--- src/rtl/serial_channel_bridge_if.sv ---
`default_nettype none
// ============================================================================
// Module   : serial_channel_bridge_if
// Brief    : Bundles the UART-side byte streams, the per-channel agent
//            reward/action streams and the error counters of the bridge.
//            The "slave" modport is the bridge's own view; "master" is the
//            environment that surrounds it.
// Revision : 1.0 - initial release
// ============================================================================
interface serial_channel_bridge_if #(
    parameter int CHANNELS = 4,
    parameter int WIDTH    = 8,
    parameter int ERR_BITS = 8
);
    // Receive core -> bridge
    logic                        rx_stb;
    logic [7:0]                  rx_dat;
    logic                        rx_err;
    logic                        rx_rdy;
    // Bridge -> transmit core
    logic                        tx_stb;
    logic [7:0]                  tx_dat;
    logic                        tx_rdy;
    // Bridge -> agents (reward path)
    logic [CHANNELS-1:0]         reward_valid;
    logic [CHANNELS*WIDTH-1:0]   reward_data;
    logic [CHANNELS-1:0]         reward_ready;
    // Agents -> bridge (action path)
    logic [CHANNELS-1:0]         action_valid;
    logic [CHANNELS*WIDTH-1:0]   action_data;
    logic [CHANNELS-1:0]         action_ready;
    // Error accounting
    logic [ERR_BITS-1:0]         rx_err_count;
    logic [ERR_BITS-1:0]         bad_chan_count;

    modport slave (
        input  rx_stb, rx_dat, rx_err, tx_rdy, reward_ready, action_valid, action_data,
        output rx_rdy, tx_stb, tx_dat, reward_valid, reward_data, action_ready,
               rx_err_count, bad_chan_count
    );

    modport master (
        output rx_stb, rx_dat, rx_err, tx_rdy, reward_ready, action_valid, action_data,
        input  rx_rdy, tx_stb, tx_dat, reward_valid, reward_data, action_ready,
               rx_err_count, bad_chan_count
    );
endinterface
`default_nettype wire

--- src/rtl/serial_channel_bridge.sv ---
`default_nettype none
// ============================================================================
// Module   : serial_channel_bridge
// Brief    : Multiplexes CHANNELS agent reward/action streams over one
//            byte-wide UART link. Frames are a channel-index header byte
//            followed by WIDTH/8 payload bytes, LSB first. Receive side
//            demultiplexes rewards; transmit side round-robin arbitrates
//            actions. Saturating counters track rx errors and bad headers.
// Revision : 1.0 - initial release
// ============================================================================
module serial_channel_bridge #(
    parameter int CHANNELS = 4,
    parameter int WIDTH    = 8,
    parameter int ERR_BITS = 8
) (
    input  logic                   clk,
    input  logic                   rst,
    serial_channel_bridge_if.slave bus
);
    localparam int BYTES = WIDTH / 8;
    localparam int IDX_W = (BYTES > 1) ? $clog2(BYTES) : 1;
    localparam int CH_W  = (CHANNELS > 1) ? $clog2(CHANNELS) : 1;

    localparam logic [IDX_W-1:0]    c_last_idx = IDX_W'(BYTES - 1);
    localparam logic [IDX_W-1:0]    c_idx_one  = IDX_W'(1);
    localparam logic [8:0]          c_chan_lim = 9'(CHANNELS);
    localparam logic [CH_W-1:0]     c_last_ch  = CH_W'(CHANNELS - 1);
    localparam logic [ERR_BITS-1:0] c_err_max  = '1;
    localparam logic [ERR_BITS-1:0] c_err_one  = ERR_BITS'(1);

    localparam logic [1:0] c_rx_header  = 2'd0;
    localparam logic [1:0] c_rx_payload = 2'd1;
    localparam logic [1:0] c_rx_discard = 2'd2;
    localparam logic [1:0] c_rx_deliver = 2'd3;

    localparam logic [1:0] c_tx_idle    = 2'd0;
    localparam logic [1:0] c_tx_header  = 2'd1;
    localparam logic [1:0] c_tx_payload = 2'd2;

    // ------------------------------------------------------------------
    // Receive path
    // ------------------------------------------------------------------
    logic [1:0]          r_rx_state;
    logic [CH_W-1:0]     r_rx_ch;
    logic [IDX_W-1:0]    r_rx_idx;
    logic [WIDTH-1:0]    r_rx_asm;
    logic [ERR_BITS-1:0] r_rx_err_cnt;
    logic [ERR_BITS-1:0] r_bad_cnt;

    logic                w_rx_rdy;
    logic                w_rx_fire;
    logic                w_hdr_ok;
    logic                w_reward_take;
    logic [CHANNELS-1:0] w_reward_valid;

    // The bridge only stalls the receiver while a reward is waiting to be taken;
    // bit 7 of a header makes it exceed every legal channel count.
    assign w_rx_rdy      = (r_rx_state != c_rx_deliver);
    assign w_rx_fire     = bus.rx_stb && w_rx_rdy;
    assign w_hdr_ok      = ({1'b0, bus.rx_dat} < c_chan_lim);
    assign w_reward_take = (r_rx_state == c_rx_deliver) && bus.reward_ready[r_rx_ch];

    // Frame parser: header decode, payload assembly, bad-frame discard, error resync
    always_ff @(posedge clk) begin
        if (rst) begin
            r_rx_state   <= c_rx_header;
            r_rx_ch      <= '0;
            r_rx_idx     <= '0;
            r_rx_asm     <= '0;
            r_rx_err_cnt <= '0;
            r_bad_cnt    <= '0;
        end else if (w_rx_fire && bus.rx_err) begin
            if (r_rx_err_cnt != c_err_max) begin
                r_rx_err_cnt <= r_rx_err_cnt + c_err_one;
            end
            r_rx_state <= c_rx_header;
        end else if (w_rx_fire) begin
            case (r_rx_state)
                c_rx_header: begin
                    r_rx_idx <= '0;
                    if (w_hdr_ok) begin
                        r_rx_ch    <= bus.rx_dat[CH_W-1:0];
                        r_rx_state <= c_rx_payload;
                    end else begin
                        if (r_bad_cnt != c_err_max) begin
                            r_bad_cnt <= r_bad_cnt + c_err_one;
                        end
                        r_rx_state <= c_rx_discard;
                    end
                end
                c_rx_payload: begin
                    r_rx_asm[{r_rx_idx, 3'b000} +: 8] <= bus.rx_dat;
                    if (r_rx_idx == c_last_idx) begin
                        r_rx_state <= c_rx_deliver;
                    end else begin
                        r_rx_idx <= r_rx_idx + c_idx_one;
                    end
                end
                c_rx_discard: begin
                    if (r_rx_idx == c_last_idx) begin
                        r_rx_state <= c_rx_header;
                    end else begin
                        r_rx_idx <= r_rx_idx + c_idx_one;
                    end
                end
                default: ;
            endcase
        end else if (w_reward_take) begin
            r_rx_state <= c_rx_header;
        end
    end

    // Reward valid is raised only on the channel named by the frame header
    always_comb begin
        w_reward_valid = '0;
        if (r_rx_state == c_rx_deliver) begin
            w_reward_valid[r_rx_ch] = 1'b1;
        end
    end

    // The assembled payload is broadcast; only the valid bit selects a channel
    for (genvar gi = 0; gi < CHANNELS; gi++) begin : g_reward_rep
        assign bus.reward_data[gi*WIDTH +: WIDTH] = r_rx_asm;
    end

    assign bus.rx_rdy         = w_rx_rdy;
    assign bus.reward_valid   = w_reward_valid;
    assign bus.rx_err_count   = r_rx_err_cnt;
    assign bus.bad_chan_count = r_bad_cnt;

    // ------------------------------------------------------------------
    // Transmit path
    // ------------------------------------------------------------------
    logic [1:0]          r_tx_state;
    logic [CH_W-1:0]     r_tx_ch;
    logic [IDX_W-1:0]    r_tx_idx;
    logic [WIDTH-1:0]    r_tx_data;
    logic [CH_W-1:0]     r_rr_last;

    logic [CH_W:0]       w_pick;
    logic [CH_W-1:0]     w_grant;
    logic                w_grant_ok;
    logic                w_tx_stb;
    logic                w_tx_fire;
    logic [7:0]          w_tx_dat;
    logic [CHANNELS-1:0] w_action_ready;

    // Returns {found, channel}: first requester after 'last', wrapping around.
    // Scanning from the farthest offset down lets the nearest one win.
    function automatic logic [CH_W:0] rr_pick(input logic [CHANNELS-1:0] req,
                                              input logic [CH_W-1:0]     last);
        logic [CH_W:0] pick;
        logic [8:0]    cand;
        pick = '0;
        for (int i = CHANNELS; i >= 1; i--) begin
            cand = 9'(last) + 9'(i);
            if (cand >= c_chan_lim) begin
                cand = cand - c_chan_lim;
            end
            if (req[cand[CH_W-1:0]]) begin
                pick = {1'b1, cand[CH_W-1:0]};
            end
        end
        return pick;
    endfunction

    assign w_pick     = rr_pick(bus.action_valid, r_rr_last);
    assign w_grant    = w_pick[CH_W-1:0];
    assign w_grant_ok = (r_tx_state == c_tx_idle) && w_pick[CH_W];
    assign w_tx_stb   = (r_tx_state != c_tx_idle);
    assign w_tx_fire  = w_tx_stb && bus.tx_rdy;

    // Grant is combinational so the agent sees its accept in the arbitration cycle
    always_comb begin
        w_action_ready = '0;
        if (w_grant_ok) begin
            w_action_ready[w_grant] = 1'b1;
        end
    end

    // Byte presented to the transmit core: header index, then latched payload
    always_comb begin
        w_tx_dat = '0;
        case (r_tx_state)
            c_tx_header:  w_tx_dat[CH_W-1:0] = r_tx_ch;
            c_tx_payload: w_tx_dat = r_tx_data[{r_tx_idx, 3'b000} +: 8];
            default:      w_tx_dat = '0;
        endcase
    end

    // Frame serializer: latch the granted action, then emit header and payload
    always_ff @(posedge clk) begin
        if (rst) begin
            r_tx_state <= c_tx_idle;
            r_tx_ch    <= '0;
            r_tx_idx   <= '0;
            r_tx_data  <= '0;
            r_rr_last  <= c_last_ch;
        end else begin
            case (r_tx_state)
                c_tx_idle: begin
                    if (w_grant_ok) begin
                        r_tx_data  <= bus.action_data[w_grant*WIDTH +: WIDTH];
                        r_tx_ch    <= w_grant;
                        r_rr_last  <= w_grant;
                        r_tx_state <= c_tx_header;
                    end
                end
                c_tx_header: begin
                    if (w_tx_fire) begin
                        r_tx_idx   <= '0;
                        r_tx_state <= c_tx_payload;
                    end
                end
                c_tx_payload: begin
                    if (w_tx_fire) begin
                        if (r_tx_idx == c_last_idx) begin
                            r_tx_state <= c_tx_idle;
                        end else begin
                            r_tx_idx <= r_tx_idx + c_idx_one;
                        end
                    end
                end
                default: r_tx_state <= c_tx_idle;
            endcase
        end
    end

    assign bus.tx_stb       = w_tx_stb;
    assign bus.tx_dat       = w_tx_dat;
    assign bus.action_ready = w_action_ready;
endmodule
`default_nettype wire

--- src/flat_wrapper.sv ---
// flat-port wrapper written by rule: the top's interface ports become plain ports
module serial_channel_bridge_flat 
#(
    parameter int CHANNELS = 4,
    parameter int WIDTH    = 8,
    parameter int ERR_BITS = 8
)
  (clk, rst, bus_rx_stb, bus_rx_dat, bus_rx_err, bus_tx_rdy, bus_reward_ready, bus_action_valid, bus_action_data, bus_rx_rdy, bus_tx_stb, bus_tx_dat, bus_reward_valid, bus_reward_data, bus_action_ready, bus_rx_err_count, bus_bad_chan_count);
  serial_channel_bridge_if #(.CHANNELS(CHANNELS), .WIDTH(WIDTH), .ERR_BITS(ERR_BITS)) bus_i ();
  input  logic clk;
  input  logic rst;
  input wire logic [$bits(bus_i.rx_stb)-1:0] bus_rx_stb;
  input wire logic [$bits(bus_i.rx_dat)-1:0] bus_rx_dat;
  input wire logic [$bits(bus_i.rx_err)-1:0] bus_rx_err;
  input wire logic [$bits(bus_i.tx_rdy)-1:0] bus_tx_rdy;
  input wire logic [$bits(bus_i.reward_ready)-1:0] bus_reward_ready;
  input wire logic [$bits(bus_i.action_valid)-1:0] bus_action_valid;
  input wire logic [$bits(bus_i.action_data)-1:0] bus_action_data;
  output wire logic [$bits(bus_i.rx_rdy)-1:0] bus_rx_rdy;
  output wire logic [$bits(bus_i.tx_stb)-1:0] bus_tx_stb;
  output wire logic [$bits(bus_i.tx_dat)-1:0] bus_tx_dat;
  output wire logic [$bits(bus_i.reward_valid)-1:0] bus_reward_valid;
  output wire logic [$bits(bus_i.reward_data)-1:0] bus_reward_data;
  output wire logic [$bits(bus_i.action_ready)-1:0] bus_action_ready;
  output wire logic [$bits(bus_i.rx_err_count)-1:0] bus_rx_err_count;
  output wire logic [$bits(bus_i.bad_chan_count)-1:0] bus_bad_chan_count;
  assign bus_i.rx_stb = bus_rx_stb;
  assign bus_i.rx_dat = bus_rx_dat;
  assign bus_i.rx_err = bus_rx_err;
  assign bus_i.tx_rdy = bus_tx_rdy;
  assign bus_i.reward_ready = bus_reward_ready;
  assign bus_i.action_valid = bus_action_valid;
  assign bus_i.action_data = bus_action_data;
  assign bus_rx_rdy = bus_i.rx_rdy;
  assign bus_tx_stb = bus_i.tx_stb;
  assign bus_tx_dat = bus_i.tx_dat;
  assign bus_reward_valid = bus_i.reward_valid;
  assign bus_reward_data = bus_i.reward_data;
  assign bus_action_ready = bus_i.action_ready;
  assign bus_rx_err_count = bus_i.rx_err_count;
  assign bus_bad_chan_count = bus_i.bad_chan_count;
  serial_channel_bridge #(.CHANNELS(CHANNELS), .WIDTH(WIDTH), .ERR_BITS(ERR_BITS)) u_core (.clk(clk), .rst(rst), .bus(bus_i));
endmodule
--- config.mk ---
export PLATFORM = sky130hd
export DESIGN_NAME = serial_channel_bridge_flat
export DESIGN_NICKNAME = d
export VERILOG_FILES = /design/src/rtl/serial_channel_bridge_if.sv /design/src/rtl/serial_channel_bridge.sv /design/src/flat_wrapper.sv
export SDC_FILE = /design/constraint.sdc
export NUM_CORES = 1
export LEC_CHECK = 0
export CORE_ASPECT_RATIO = 0.5
export CORE_MARGIN = 2
export CORE_UTILIZATION = 55
export CTS_CLUSTER_SIZE = 14
export DETAILED_ROUTE_END_ITERATION = 12
export DONT_BUFFER_PORTS = 1
export GPL_TIMING_DRIVEN = 0
export MAX_ROUTING_LAYER = met4
export PLACE_DENSITY = 0.79
export SETUP_SLACK_MARGIN = 0.3
export SYNTH_ARGS = -nofsm -noshare
export SYNTH_HDL_FRONTEND = slang
export SYNTH_SLANG_ARGS = --single-unit
--- constraint.sdc ---
create_clock -name clk -period 1.7 [get_ports clk]
set_clock_uncertainty 0.05 [all_clocks]
set_input_delay 0.34 -clock clk [delete_from_list [all_inputs] [get_ports clk]]
set_output_delay 0.34 -clock clk [all_outputs]
set_load 0.05 [all_outputs]
==> flow_summary.ini, run 1 <==
[clocking]
clockBufferDepth = 2
h-tree-depth = 2
cts.sinks = 42
insertion_delay_ps = 310
cts_root_buf = clkbuf_8
ctsHoldBuffers = 0
tritoncts = built
clk_pin_slew_ps = 90
cts_made_buffers = 5

[sta]
maxSlewViolCount = 0
tightest_slew_ps = 678.2
setup_viol = 46
clock.fmax_ghz = 0.4751
slew_headroom_pct = 54.52
fin_crit_sh_pct = 123.8
final.setup.tns_ps = -10070
rsz0062_at_grt = true
fin_ws_ps = -404.6
fin_crit_ps = 2105
finalHoldViolCount = 0

[cells_and_area]
drive_above_1_share_pct = 65.64
syn2layout_area_growth_pct = 45.58
fin_nets = 389
postLayoutCoreUtil_pct = 84.82
antennaDiodeCount = 0
fillerInstances = 232

[yosys]
yosysWarnings = 0
avgSynthCellArea_sq_um = 9.132
synthSimpleGateAreaFrac_pct = 24.66
synth.largest_area_cell = dfxtp_1
synth_fa_ha_area_share_pct = 4.808
ys_ff_latch = 42
synthCells = 285
synth_fp_nets = 348
synth_ff_type = dfxtp_1
synth_compound_gate_area_share_pct = 12.84
synthTopCellsByArea = dfxtp_1, buf_4, ha_1, nand2_1, mux2_4
syn_area_sq_um = 2602
ys_seq_area_share_pct = 32.31
yosysUniqueCellTypes = 52
synth_top_family_by_area = simple AND/OR/NAND/NOR gates
synth_top_area_share_pct = 32.31
ys_async_sr_fraction_pct = 0
synth.area.mux_share_pct = 11.11
synth_edf_count = 0
synth_xor_area_share_pct = 4.712

[global_routing]
grt_max_degree = 13
gr-total-overflow = 0
grt_pass1_wl_mm = 9.825
grt_pass1_vias = 2210
antenna_found_initial = 0
grt_usage_pct = 24.78

[critical_path]
critPathMaxStageDelay_ps = 590
start_kind = flop
endpoint_kind = output pin
timing.rr.start = u_core.r_rx_state[1]
rrSetupSlack_ps = -290
path_class = reg2out
slowest_stage = nor3_4
reg2regPathDepth = 9
arrival_ps = 1710
crit_start = u_core.r_rx_state[1]
reg2reg_to = u_core.bus.bad_chan_count[2]
cp_max_fo = 3
crit_required_ps = 1310
cp_cell_sequence = ha_4, clkinvlp_4, nor3_4

[routing]
drtPass1Iterations = 4
viasPerCell = 6.115
via_count = 2342
wl_mm = 7.584
postRouteAntennaNets = 0
drt_first_iter_violations = 59
drcViolationCount = 0
wl_per_cell_um = 19.80

[die]
initial_utilization_pct = 58.26
coreArea_sq_um = 4467
ios = 119
design.die.area_sq_um = 5331
die_w_um = 101.3
fp.dieH_um = 52.64
row_count = 17

[min_path]
min_to = u_core.r_rx_asm[0]
min_from = bus_rx_dat[0]
hold_class = in2reg
min_path_cells = 2

[status]
violations = negative setup slack
status = complete, but fails checks

[pwr]
irDropWorstVdd_v = 0.001363
power_density_nw_per_um2 = 1063
p_leak_nw = 1.473
finalPower_w = 0.004026

[place]
dp_hpwl_mm = 4.399
port_buffers = 0
routabilityCongestion = 0.7901

[flow_run]
cap_violations = 0
==> logic make-up after synthesis <==
group | after synthesis
AO/OA/AOI/OAI | 40
XOR/XNOR | 14
adder cells (fa/ha/maj) | 10
buffers and inverters | 40
flip-flops | 42
multiplexers | 23
AND/OR/NAND/NOR | 116
==> layout make-up <==
cell class | instances | area (sq um) | share of cell area [%]
well taps | 57 | 71.32 | 1.882
repair buffers | 34 | 321.6 | 8.487
clock buffers | 5 | 68.82 | 1.816
inverters | 7 | 36.28 | 0.9577
multi-input cells | 203 | 2017 | 53.24
clock inverters | 2 | 10.01 | 0.2642
plain buffers | 33 | 354.1 | 9.346
flip-flops and latches | 42 | 909.6 | 24.01
==> metrics by stage <==
stage	hold WS, ps	worst slack, ps	std cells	instance area [sq um]
after floorplan	386.0	-95.45	285	2858
after global placement	392.3	-226.7	342	2929
after detailed placement	404.1	-296.1	342	2929
after CTS	105.4	-362.0	374	3486
after global routing	86.08	-432.4	383	3789
final	85.44	-404.6	383	3789
==> cells in the final DEF, fill, tap and decap left out, drive strengths merged, types with 2 or more instances in the layout <==
cell,count
clkinvlp,2
nand3b,2
nand4,3
nand3,8
and3,3
a22oi,2
xor2,5
nor4,4
and2,7
xnor2,9
nor3,6
mux2i,6
buf,61
dfxtp,42
clkinv,2
nor4b,2
inv,5
nor2b,4
nor2,28
mux2,16
o21ai,3
ha,10
nand2,31
nand2b,2
clkbuf,11
nor3b,11
a21oi,15
a221o,8
o31ai,2
==> how the worst max path moves through the flow <==
stage	cells past startpoint	slack, ps	to
CTS	3	-360	bus_reward_valid[0]
finish	3	-400	bus_reward_valid[0]
detailed placement	5	-300	u_core.bus.bad_chan_count[0]
global route	3	-430	bus_reward_valid[0]
global placement	5	-230	u_core.bus.bad_chan_count[0]
floorplan	7	-100	bus_action_ready[3]
==> synth_stat cells, types with 6 or more instances <==
| master | count |
|---|---|
| a21oi_1 | 15 |
| a221o_1 | 8 |
| and2_1 | 7 |
| buf_4 | 24 |
| clkbuf_1 | 7 |
| dfxtp_1 | 42 |
| ha_1 | 10 |
| inv_1 | 7 |
| mux2_2 | 9 |
| mux2_4 | 7 |
| mux2i_1 | 6 |
| nand2_1 | 31 |
| nand3_1 | 8 |
| nor2_1 | 28 |
| nor3b_1 | 9 |
| xnor2_1 | 9 |
==> flip-flops by register name, summed over array words and instances, names as in the netlist <==
| register | cells |
|---|---|
| u_core.r_tx_ch | 2 |
| u_core.bus.rx_err_count | 8 |
| u_core.r_tx_data | 8 |
| u_core.r_tx_state | 2 |
| u_core.r_rr_last | 2 |
| u_core.r_rx_state | 2 |
| u_core.r_rx_asm | 8 |
| u_core.r_rx_ch | 2 |
| u_core.bus.bad_chan_count | 8 |
==> where the power goes <==
group	internal, W	total [W]	switching (W)	leakage (nW)
clock	0.000277	0.000650	0.000373	0.0438
sequential	0.00112	0.00124	0.000121	0.359
combinational	0.00103	0.00213	0.00111	1.07
==> critical path, delay by kind of cell, from the launching register on <==
family	cells	cell delay, ps
buffers and inverters	1	280
flip-flops	1	380
adder cells (fa/ha/maj)	1	150
AND/OR/NAND/NOR	1	590
==> routing by layer <==
metal  GRT usage, %  routed length, um
met5              -                  0
met4          9.910                165
met3          5.333                557
met2          46.36               3973
met1          26.09               2886
==> what timing repair did <==
action,CTS,global route
buffers inserted,25,9
resized for setup,86,57
endpoints found under the setup margin,89,84
pin swaps,33,22
(Power assumes the default switching activity.)
==> run 2, diff against run 1 <==
Settings changed: HOLD_SLACK_MARGIN from default to 0.05.
==> results of run 2 <==
No change in the layout: final DEF, timing and power equal those of run 1.
